<file path="src/rtl/gpsdo_pkg.sv">
// Shared constants and types for the GPSDO phase-measurement path.
package gpsdo_pkg;

   localparam int CLK_FREQ = 10_000_000;
   localparam int PHASE_W  = 25;

   typedef enum logic [1:0] {
      IDLE     = 2'd0,
      WAIT_LOC = 2'd1,
      WAIT_GPS = 2'd2
   } det_state_t;

endpackage

</file>
<file path="src/rtl/pps_edge_sync.sv">
// Two-stage input pipeline plus rising-edge detector. SYNC=1 marks the stages
// as a metastability synchronizer; SYNC=0 is a plain delay with equal latency.
module pps_edge_sync #(
   parameter bit SYNC = 1'b1
) (
   input  logic clk,
   input  logic rst_n,
   input  logic pps,
   output logic rise
);

   logic [1:0] stg;
   logic       last;
   logic [1:0] prime;
   logic       armed;

   generate
      if (SYNC) begin : g_sync
         (* ASYNC_REG = "TRUE" *) logic [1:0] meta;
         always_ff @(posedge clk) begin
            if (!rst_n) meta <= '0;
            else        meta <= {meta[0], pps};
         end
         assign stg = meta;
      end else begin : g_dly
         logic [1:0] dly;
         always_ff @(posedge clk) begin
            if (!rst_n) dly <= '0;
            else        dly <= {dly[0], pps};
         end
         assign stg = dly;
      end
   endgenerate

   // prime[1] marks stg[1] as holding a real post-reset sample; the detector
   // only arms once that sample is low, so a level held high across reset
   // is not mistaken for a fresh edge.
   always_ff @(posedge clk) begin
      if (!rst_n) begin
         last  <= 1'b0;
         prime <= '0;
         armed <= 1'b0;
      end else begin
         last  <= stg[1];
         prime <= {prime[0], 1'b1};
         if (prime[1] && !stg[1]) armed <= 1'b1;
      end
   end

   assign rise = armed && stg[1] && !last;

endmodule

</file>
<file path="src/rtl/pps_phase_det.sv">
// Measures the signed separation between GPS and local PPS rising edges in
// CLK_SYS cycles, with a measurement window timeout and a GPS-loss flag.
module pps_phase_det import gpsdo_pkg::*; #(
   parameter int WIN_MAX  = 5_000_000,
   parameter int LOST_MAX = 15_000_000
) (
   input  logic               CLK_SYS,
   input  logic               CLK_RST,
   input  logic               _1PPS_GPS,
   input  logic               _1PPS_Local,
   output logic [PHASE_W-1:0] phase_err,
   output logic               err_valid,
   output logic               err_timeout,
   output logic               gps_lost
);

   localparam int CNT_W = PHASE_W - 1;
   localparam logic [CNT_W-1:0] WIN_LAST = CNT_W'(WIN_MAX - 2);
   localparam logic [23:0]      LOST_TOP = 24'(LOST_MAX);

   logic gps_edge, loc_edge;

   pps_edge_sync #(.SYNC(1'b1)) u_gps (
      .clk   (CLK_SYS),
      .rst_n (CLK_RST),
      .pps   (_1PPS_GPS),
      .rise  (gps_edge)
   );

   pps_edge_sync #(.SYNC(1'b0)) u_loc (
      .clk   (CLK_SYS),
      .rst_n (CLK_RST),
      .pps   (_1PPS_Local),
      .rise  (loc_edge)
   );

   det_state_t       state;
   logic [CNT_W-1:0] cnt;
   logic [CNT_W-1:0] sep;
   logic             win_end;

   // cnt lags the true separation by one so the register clears on the
   // leaving-IDLE edge; sep is the separation of the current cycle.
   assign sep     = cnt + 1'b1;
   assign win_end = (cnt == WIN_LAST);

   always_ff @(posedge CLK_SYS) begin
      if (!CLK_RST) begin
         state       <= IDLE;
         cnt         <= '0;
         phase_err   <= '0;
         err_valid   <= 1'b0;
         err_timeout <= 1'b0;
      end else begin
         err_valid   <= 1'b0;
         err_timeout <= 1'b0;
         case (state)
            IDLE: begin
               if (gps_edge && loc_edge) begin
                  phase_err <= '0;
                  err_valid <= 1'b1;
               end else if (gps_edge) begin
                  state <= WAIT_LOC;
                  cnt   <= '0;
               end else if (loc_edge) begin
                  state <= WAIT_GPS;
                  cnt   <= '0;
               end
            end
            WAIT_LOC: begin
               if (loc_edge) begin
                  phase_err <= {1'b0, sep};
                  err_valid <= 1'b1;
                  state     <= IDLE;
               end else if (gps_edge) begin
                  cnt <= '0;
               end else if (win_end) begin
                  err_timeout <= 1'b1;
                  state       <= IDLE;
               end else begin
                  cnt <= sep;
               end
            end
            WAIT_GPS: begin
               if (gps_edge) begin
                  phase_err <= -{1'b0, sep};
                  err_valid <= 1'b1;
                  state     <= IDLE;
               end else if (loc_edge) begin
                  cnt <= '0;
               end else if (win_end) begin
                  err_timeout <= 1'b1;
                  state       <= IDLE;
               end else begin
                  cnt <= sep;
               end
            end
            default: state <= IDLE;
         endcase
      end
   end

   logic [23:0] lost_cnt, lost_nxt;

   always_comb begin
      lost_nxt = lost_cnt;
      if (gps_edge)                  lost_nxt = '0;
      else if (lost_cnt != LOST_TOP) lost_nxt = lost_cnt + 1'b1;
   end

   // gps_lost comes out of reset high and stays high until GPS is first seen.
   always_ff @(posedge CLK_SYS) begin
      if (!CLK_RST) begin
         lost_cnt <= '0;
         gps_lost <= 1'b1;
      end else begin
         lost_cnt <= lost_nxt;
         if (gps_edge)                  gps_lost <= 1'b0;
         else if (lost_nxt == LOST_TOP) gps_lost <= 1'b1;
      end
   end

endmodule

</file>
<file path="config.mk">
export PLATFORM = sky130hd
export DESIGN_NAME = pps_phase_det
export DESIGN_NICKNAME = d
export VERILOG_FILES = /design/src/rtl/gpsdo_pkg.sv /design/src/rtl/pps_edge_sync.sv /design/src/rtl/pps_phase_det.sv
export SDC_FILE = /design/constraint.sdc
export NUM_CORES = 1
export LEC_CHECK = 0
export CAP_MARGIN = 5
export CORE_MARGIN = 2
export CORE_UTILIZATION = 25
export CTS_BUF_LIST = sky130_fd_sc_hd__clkbuf_4
export CTS_CLUSTER_SIZE = 12
export DETAILED_ROUTE_END_ITERATION = 12
export SYNTH_ARGS = -nofsm -noshare
export SYNTH_HDL_FRONTEND = slang
export SYNTH_SLANG_ARGS = --single-unit
</file>
<file path="constraint.sdc">
create_clock -name CLK_SYS -period 2.58 [get_ports CLK_SYS]
set_input_delay 0.387 -clock CLK_SYS [delete_from_list [all_inputs] [get_ports CLK_SYS]]
set_output_delay 0.387 -clock CLK_SYS [all_outputs]
set_load 0.01 [all_outputs]
</file>
# Word-level counts from Yosys, hierarchy flattened

Cells that the tools add are included.

Logic and storage cells: 89
Output and inout bits: 28
Register bits after elaboration: 90
Bits of input ports: 4

Add/subtract/negate cells: 3
Equal/unequal tests: 14
Multiplexer cells: 38
Reductions and logical operators: 17

Operators by type and width:

| operator                | count |
|---|---|
| $mux W24                | 10 |
| $mux W25                | 3 |
| $pmux W25 S3            | 1 |
| $pmux W24 S3            | 1 |
| $add A24 B1 Y24 const B | 2 |
| $neg A24 Y25            | 1 |
| $eq A24 B23 Y1 const B  | 1 |
| $eq A24 B24 Y1 const B  | 1 |
| $ne A24 B24 Y1 const B  | 1 |
| $mux W2                 | 8 |
| $mux W1                 | 12 |
| $ne A2 B2 Y1 const B    | 6 |
| $ne A3 B3 Y1 const B    | 3 |
| $reduce_and A4 Y1       | 2 |
| $logic_and A1 B1 Y1     | 7 |
| $pmux W2 S3             | 1 |
| $reduce_and A5 Y1       | 1 |
| $logic_not A1 Y1        | 4 |
| $pmux W1 S3             | 1 |
| $reduce_bool A3 Y1      | 1 |
| $eq A2 B1 Y1 const B    | 1 |
| $eq A2 B2 Y1 const B    | 1 |
| $logic_not A2 Y1        | 1 |
| $pmux W1 S2             | 1 |
| $reduce_bool A2 Y1      | 1 |

# Longest topological paths before layout

Gate-level depths: netlist of run 1.

Depth in word-level cells: 6
Mapped depth: 11
Gate-level depth less buffers: 9

# By module

A second synthesis of run 1 with hierarchy kept.

Cells, all modules: 663
Area total of the unflattened synthesis: 5388.9 µm²

Modules (own cells, without submodules):

| module        | sequential area each (µm²) | times used | area an instance (µm²) | cells each |
|---|---|---|---|---|
| pps_phase_det | 1561.5                     | 1          | 5056.1                 | 635 |
| pps_edge_sync | 120.1                      | 2          | 166.4                  | 14 |

# Worst setup path after synthesis of run 1

No wires, ideal clock.

Path type: reg-to-reg
Start point: register cnt[0]
End point: register phase_err[23]
Required time: 2.518 ns
Setup time: 0.062 ns
Stages on the path, launching flop included: 10
Path slack: -0.192 ns
Period minus slack after synthesis: 2.772 ns
Buffers on the path: 1
Data arrival time: 2.710 ns
Cells stage by stage: dfxtp_1 ha_1 clkbuf_1 nand4_1 nor4_1 mux2i_1 and3_1 nand3_1 or4_1 nand3_1

Longest elaborated chain between the ends: 4
Elaborated cells between the ends (all ways): 5
Classes of those cells: add/sub (2); mux (3)

RTL lines:

| item                     | line                | source |
|---|---|---|
| start: declaration       | pps_phase_det.sv:38 | `logic [CNT_W-1:0] cnt;` |
| start signal: assignment | pps_phase_det.sv:81 | `cnt <= sep;` |
| start signal: assignment | pps_phase_det.sv:95 | `cnt <= sep;` |
| $add A24 B1 Y24 (*)      | pps_phase_det.sv:44 | `assign sep = cnt + 1'b1;` |
| $neg A24 Y25             | pps_phase_det.sv:86 | `phase_err <= -{1'b0, sep};` |
| $mux W25                 | pps_phase_det.sv:85 | `if (gps_edge) begin` |
| $pmux W25 S3 (*)         | pps_phase_det.sv:57 | `case (state)` |
| end signal: assignment   | pps_phase_det.sv:72 | `phase_err <= {1'b0, sep};` |
| end signal: assignment   | pps_phase_det.sv:86 |  |
| end: declaration         | pps_phase_det.sv:11 | `output logic [PHASE_W-1:0] phase_err,` |

Mark *: on every way between the ends. The rest lies on a longest branch, timed or not. The select of a mux whose other input is x is not followed.
A chain may end at the register's enable or synchronous reset.

# Worst setup path after layout of run 1

Start point: register lost_cnt[19]
End point: register gps_lost

Longest elaborated chain between the ends: 5
Elaborated cells between the ends (all ways): 6
Classes of those cells: add/sub (1); eq/ne (2); mux (2); reduce/logical (1)

RTL lines:

| item                                              | line                 | source |
|---|---|---|
| start: declaration                                | pps_phase_det.sv:103 | `logic [23:0] lost_cnt, lost_nxt;` |
| start signal: assignment                          | pps_phase_det.sv:117 | `lost_cnt <= lost_nxt;` |
| $add A24 B1 Y24 or $ne A24 B24 Y1 (tied branches) | pps_phase_det.sv:108 | `else if (lost_cnt != LOST_TOP) lost_nxt = lost_cnt + 1'b1;` |
| $mux W24 (*)                                      | pps_phase_det.sv:108 |  |
| $mux W24 (*)                                      | pps_phase_det.sv:107 | `if (gps_edge) lost_nxt = '0;` |
| $eq A24 B24 Y1 (*)                                | pps_phase_det.sv:119 | `else if (lost_nxt == LOST_TOP) gps_lost <= 1'b1;` |
| $reduce_bool A2 Y1 (no source line) (*)           | n/a                  |  |
| end signal: assignment                            | pps_phase_det.sv:115 | `gps_lost <= 1'b1;` |
| end signal: assignment                            | pps_phase_det.sv:118 | `if (gps_edge) gps_lost <= 1'b0;` |
| end signal: assignment                            | pps_phase_det.sv:119 |  |
| end: declaration                                  | pps_phase_det.sv:14  | `output logic gps_lost` |

Mark *: on every way between the ends. The rest lies on a longest branch, timed or not.

==> impl_metrics.yaml, run 1 <==
place:
  port_buffers: 31
  pre_cts_ws_ns: -0.0144
  gp_congestion: 0.864
  post-dp-hpwl_um: 10900
  placedCellCount: 1011
  place_area_um2: 6450
timing:
  layout_setup_ws_ns: -0.0672
  rsz0062_at_grt: "yes"
  max_freq_mhz: 378
  fin_hold_ws_ns: 0.446
  slew-limit-headroom: 0.621
  layout_min_cycle_time_ns: 2.65
  tightest_slew_ns: 0.563
  hold_violations: 0
  slew_viol_final: 0
  clock-skew-final_ns: 0.0263
  finalSetupViolCount: 1
  finalCritPeriodShare: 1.03
global_routing:
  grt_max_degree: 32
  met3_usage: 0.0171
  grt_usage: 0.135
  gr-total-overflow: 0
  grt_pass1_vias: 4707
  grt_most_used_layer: "met2"
  use_met2: 0.207
  antenna_found_initial: 1
  grt_pass1_wl_um: 24200
  grtUsageMet1: 0.194
synthesis:
  syn_area_per_cell_um2: 8.09
  seq_area_frac_synth: 0.330
  synth_cell_types: 71
  yosysMostFrequentCell: "nor2_1"
  syn_nets: 673
  synth_commonest_cells: "nor2_1 (90), dfxtp_1 (88), nand2_1 (51)"
  yosysTopAreaCell: "dfxtp_1"
  synth_edf_count: 0
  synth_largest_type_area_fraction: 0.330
  synthTopCellsByArea: "dfxtp_1 (33%), xnor2_1 (7.2%), nor2_1 (6.3%), xor2_1 (5.4%), nand2_1 (3.6%)"
  ys_ff_latch: 88
  synthArstFlopShare: 0
  syn_inst: 659
  synth_area_um2: 5330
  ys.flop_type: "dfxtp_1"
  ys_warn_count: 0
power:
  max-vdd-ir-drop_uv: 177
  leakage_nw: 2.40
  p_per_area_nw_per_um2: 374
  p_total_mw: 2.51
route:
  post_drt_wl_per_cell_um: 14.3
  ant_nets: 0
  drcViolationCount: 0
  wirelength_um: 14800
  vias: 4997
  drtIter0Drc: 336
  first_pass_iters: 4
  via_per_inst: 4.85
cts:
  clk_pin_slew_ns: 0.14
  clk_path_buf_depth: 2
  cts_tree: "built"
  cts.sinks: 88
  cts_max_level: 3
  cts_root_buffer: "clkbuf_4"
  clk-insertion-delay-late_ns: 0.47
  ctsHoldBuffers: 0
  cts_buffers: 9
finish:
  fin_nets: 764
  drive_gt1_frac: 0.196
  finalNonFillerCells: 1031
  stdcell_area_um2: 6710
  area_growth_pct: 25.9
critical_path:
  r2r_cells: 7
  r2r-start: "lost_cnt[19]"
  cp_max_fo: 2
  critical_path_class: "reg -> reg"
  worstPathArrival_ns: 3.04
  cp_data_required_time_ns: 2.97
  startpoint_type: "flop"
  critPathCaptureType: "flop"
  crit_start: "lost_cnt[19]"
die:
  row_count: 53
  coreArea_um2: 21000
  ios: 32
  die-area_um2: 22500
  start_util: 0.254
  die_h_um: 150
  die_x_um: 150
status:
  violations: "negative setup slack"
  status: "finished, violations left"
min_path:
  min_path_cells: 1
  min_path_type: "reg -> reg"
  hold_start: "u_gps.g_sync.meta[0]"
flow_run:
  cap_violations: 0
cell type report:
type	instances	area [µm²]
diodes	1	2.50
inverters	18	67.6
repair buffers	120	991
clock buffers	12	90.1
multi-input cells	513	3370
clock inverters	4	68.8
flip-flops and latches	88	1780
fillers	2278	14200
well taps	275	344
worst paths after layout:
check	to	slack [ns]
max	gps_lost	-0.07
min	u_gps.g_sync.meta[1]	0.45
max reg2reg	gps_lost	-0.07
min reg2reg	u_gps.g_sync.meta[1]	0.45
sequential cells by signal, indices dropped and copies added (netlist names), 2 cells and up:
signal and count:
phase_err 25, cnt 24, lost_cnt 24, state 2
u_gps.g_sync.meta 2, u_loc.g_dly.dly 2
through the flow:
stage	utilization	setup TNS [ns]
finish	0.320	-0.0672
global route	0.320	-0.184
CTS	0.316	-0.0485
detailed placement	0.308	-0.0144
global placement	0.308	0
floorplan	-	-0.0214
cells in the final DEF, fill, tap and decap left out, types with 4 or more instances in the layout:
cell,synthesis,routed
a21oi_1,23,23
a221oi_1,5,5
a22o_1,4,4
a22oi_1,10,10
a31oi_1,5,5
and2_1,11,11
and3_1,11,11
buf_4,5,88
clkbuf_4,0,12
clkdlybuf4s50_1,0,31
dfxtp_1,88,80
dfxtp_2,0,6
ha_1,10,8
inv_1,18,18
mux2i_1,7,7
nand2_1,51,50
nand2b_1,5,5
nand3_1,27,26
nand3b_1,7,7
nand4_1,23,23
nor2_1,90,88
nor3_1,24,23
nor4_1,14,12
o211ai_1,5,5
o21ai_0,18,17
or2_2,5,5
or3_1,11,10
or4_1,4,4
xnor2_1,44,44
xor2_1,33,32
metal layers:
layer  part of all wire  up-vias
met5                  0        -
met4              0.018        0
met3              0.033       15
met2               0.43       99
met1               0.52     2349
li1                   -     2534
cells by family (layout without fill, tap and decap cells):
kind of cell,after synthesis,after routing,share of synthesized area
other,0,1,0
AND/OR/NAND/NOR,310,310,0.311
XOR/XNOR,78,78,0.130
adder cells (fa/ha/maj),10,10,0.0235
flip-flops,88,88,0.330
buffers and inverters,58,154,0.0509
multiplexers,7,7,0.0131
AO/OA/AOI/OAI,108,108,0.142
critical path, cell delays in order (launching register included):
cell and delay, ns:
dfxtp_2 0.34, or4_1 0.52, or4_4 0.50, nor4_4 0.18
mux2i_1 0.27, o21ai_1 0.10, or4_1 0.49, o31ai_2 0.18
what timing repair did:
| action | CTS | global route |
|---|---|---|
| pin swaps | 0 | 1 |
| gates resized for setup | 0 | 21 |
| setup endpoints to repair | 1 | 18 |
| setup buffers | 1 | 2 |
power breakdown:
part	switching, mW	total (mW)	internal (mW)
logic	0.126	0.221	0.0949
clock network	0.479	0.901	0.422
registers	0.0147	1.39	1.38
Note: power is estimated with default switching activity, not from simulation.
==> inputs of run 2 (changes only) <==
- PLACE_DENSITY: not set -> 0.42
==> run 2 against run 1 <==
Effect of this change: the run still ends with negative setup slack left; maximum frequency decreased by 0.48%; first-iteration DRC count decreased by 12%; core utilization increased by 0.29 points; critical endpoint unchanged; largest cell class unchanged; highest routed layer unchanged.
==> impl_metrics.yaml, run 2 (synthesized netlist as in run 1, its figures left out) <==
status:
  violations: "negative setup slack"
  status: "finished, violations left"
cts:
  cts_tree: "built"
  cts_max_level: 3
  cts_root_buffer: "clkbuf_4"
  clk_path_buf_depth: 2
  clk-insertion-delay-late_ns: 0.49
  cts.sinks: 88
  cts_buffers: 9
  clk_pin_slew_ns: 0.15
timing:
  tightest_slew_ns: 0.482
  hold_violations: 0
  layout_min_cycle_time_ns: 2.66
  clock-skew-final_ns: 0.0232
  slew_viol_final: 0
  finalCritPeriodShare: 1.03
  setup-tns-final_ns: -0.0799
  slew-limit-headroom: 0.679
  fin_hold_ws_ns: 0.456
  layout_setup_ws_ns: -0.0799
  finalSetupViolCount: 1
  max_freq_mhz: 376
  rsz0062_at_grt: "yes"
die:
  coreArea_um2: 21000
  die_h_um: 150
  die-area_um2: 22500
  die_x_um: 150
  row_count: 53
  ios: 32
  start_util: 0.254
finish:
  n_fill_cell: 2274
  finalNonFillerCells: 1042
  drive_gt1_frac: 0.210
  top_register: "phase_err"
  largest_reg_flops: 25
  top_regs: "phase_err x25, cnt x24, lost_cnt x24"
  fin_util: 0.323
  final_cell_mix: "buf_4 (99), nor2_1 (89), dfxtp_1 (80), nand2_1 (50), xnor2_1 (44)"
  final_common_cell: "buf_4"
  stdcell_area_um2: 6770
  fin_nets: 774
  area_growth_pct: 27.0
min_path:
  min_path_type: "reg -> reg"
route:
  vias: 5083
  drcViolationCount: 0
  via_per_inst: 4.88
  drtIter0Drc: 295
  post_drt_wl_per_cell_um: 15.4
  ant_nets: 0
  first_pass_iters: 4
  wirelength_um: 16100
global_routing:
  antenna_found_initial: 1
  grt_pass1_wl_um: 26200
  grt_max_degree: 32
  gr-total-overflow: 0
  grt_pass1_vias: 4874
  grt_usage: 0.149
critical_path:
  cp_data_required_time_ns: 3.00
  cp_max_fo: 2
  slowest_delay_ns: 0.52
  slowest_stage: "or4_4"
  critPathCaptureType: "flop"
  worstPathArrival_ns: 3.08
  cp_cell_sequence: "or4_4 > or4_4 > nor4_4 > mux2i_1 > o21ai_1 > or4_4 > o31ai_2"
  cp_common_cell: "or4_4"
  startpoint_type: "flop"
  critical_path_class: "reg -> reg"
power:
  max-vdd-ir-drop_uv: 138
  leakage_nw: 2.45
  p_total_mw: 2.35
  p_per_area_nw_per_um2: 347
place:
  placedCellCount: 1019
  pre_cts_ws_ns: -0.0609
  post-dp-hpwl_um: 12100
  place_area_um2: 6500
  gp_congestion: 0.863
  port_buffers: 31
flow_run:
  cap_violations: 0
==> run 2: per-layer routing <==
layer,vias to the layer above,global-route usage,share of wire,wire length [µm]
met5,-,0,0,0
met4,0,0.0524,0.016,253
li1,2553,-,-,-
met1,2421,0.215,0.52,8350
met2,94,0.224,0.43,6900
met3,15,0.0238,0.036,584
==> run 2: final timing paths <==
check                                           from  slack [ns]              endpoint  depth (start not counted)
worst max-delay path                    lost_cnt[19]       -0.08              gps_lost                          7
worst min-delay path            u_gps.g_sync.meta[0]        0.46  u_gps.g_sync.meta[1]                          1
worst max register to register          lost_cnt[19]       -0.08              gps_lost                          7
worst min register to register  u_gps.g_sync.meta[0]        0.46  u_gps.g_sync.meta[1]                          1
==> run 2: critical path, delay by kind of cell, from the launching register on <==
kind            cells  cell delay [ns]
compound gates      2             0.28
flops               1             0.35
mux                 1             0.27
simple gates        4             1.69
==> run 2: cell type report <==
type,count,area [µm²],share of cell area
Multi-Input combinational cell,513,3410,0.504
Sequential cell,88,1770,0.262
Timing Repair Buffer,130,1050,0.156
Tap cell,275,344,0.0508
Clock buffer,9,67.6,0.00998
Inverter,18,67.6,0.00998
Clock inverter,7,47.5,0.00702
Antenna cell,2,5.00,0.000739
==> run 2: what timing repair did <==
action	in CTS	in global routing
setup endpoints to repair	6	19
pin swaps	0	2
setup buffers	1	4
hold buffers	0	0
gates resized for setup	4	23
==> run 2: power by group <==
part | internal [mW] | switching, mW | leakage, nW
logic | 0.0953 | 0.129 | 1.67
clock network | 0.198 | 0.534 | 0.0637
registers | 1.38 | 0.0167 | 0.716
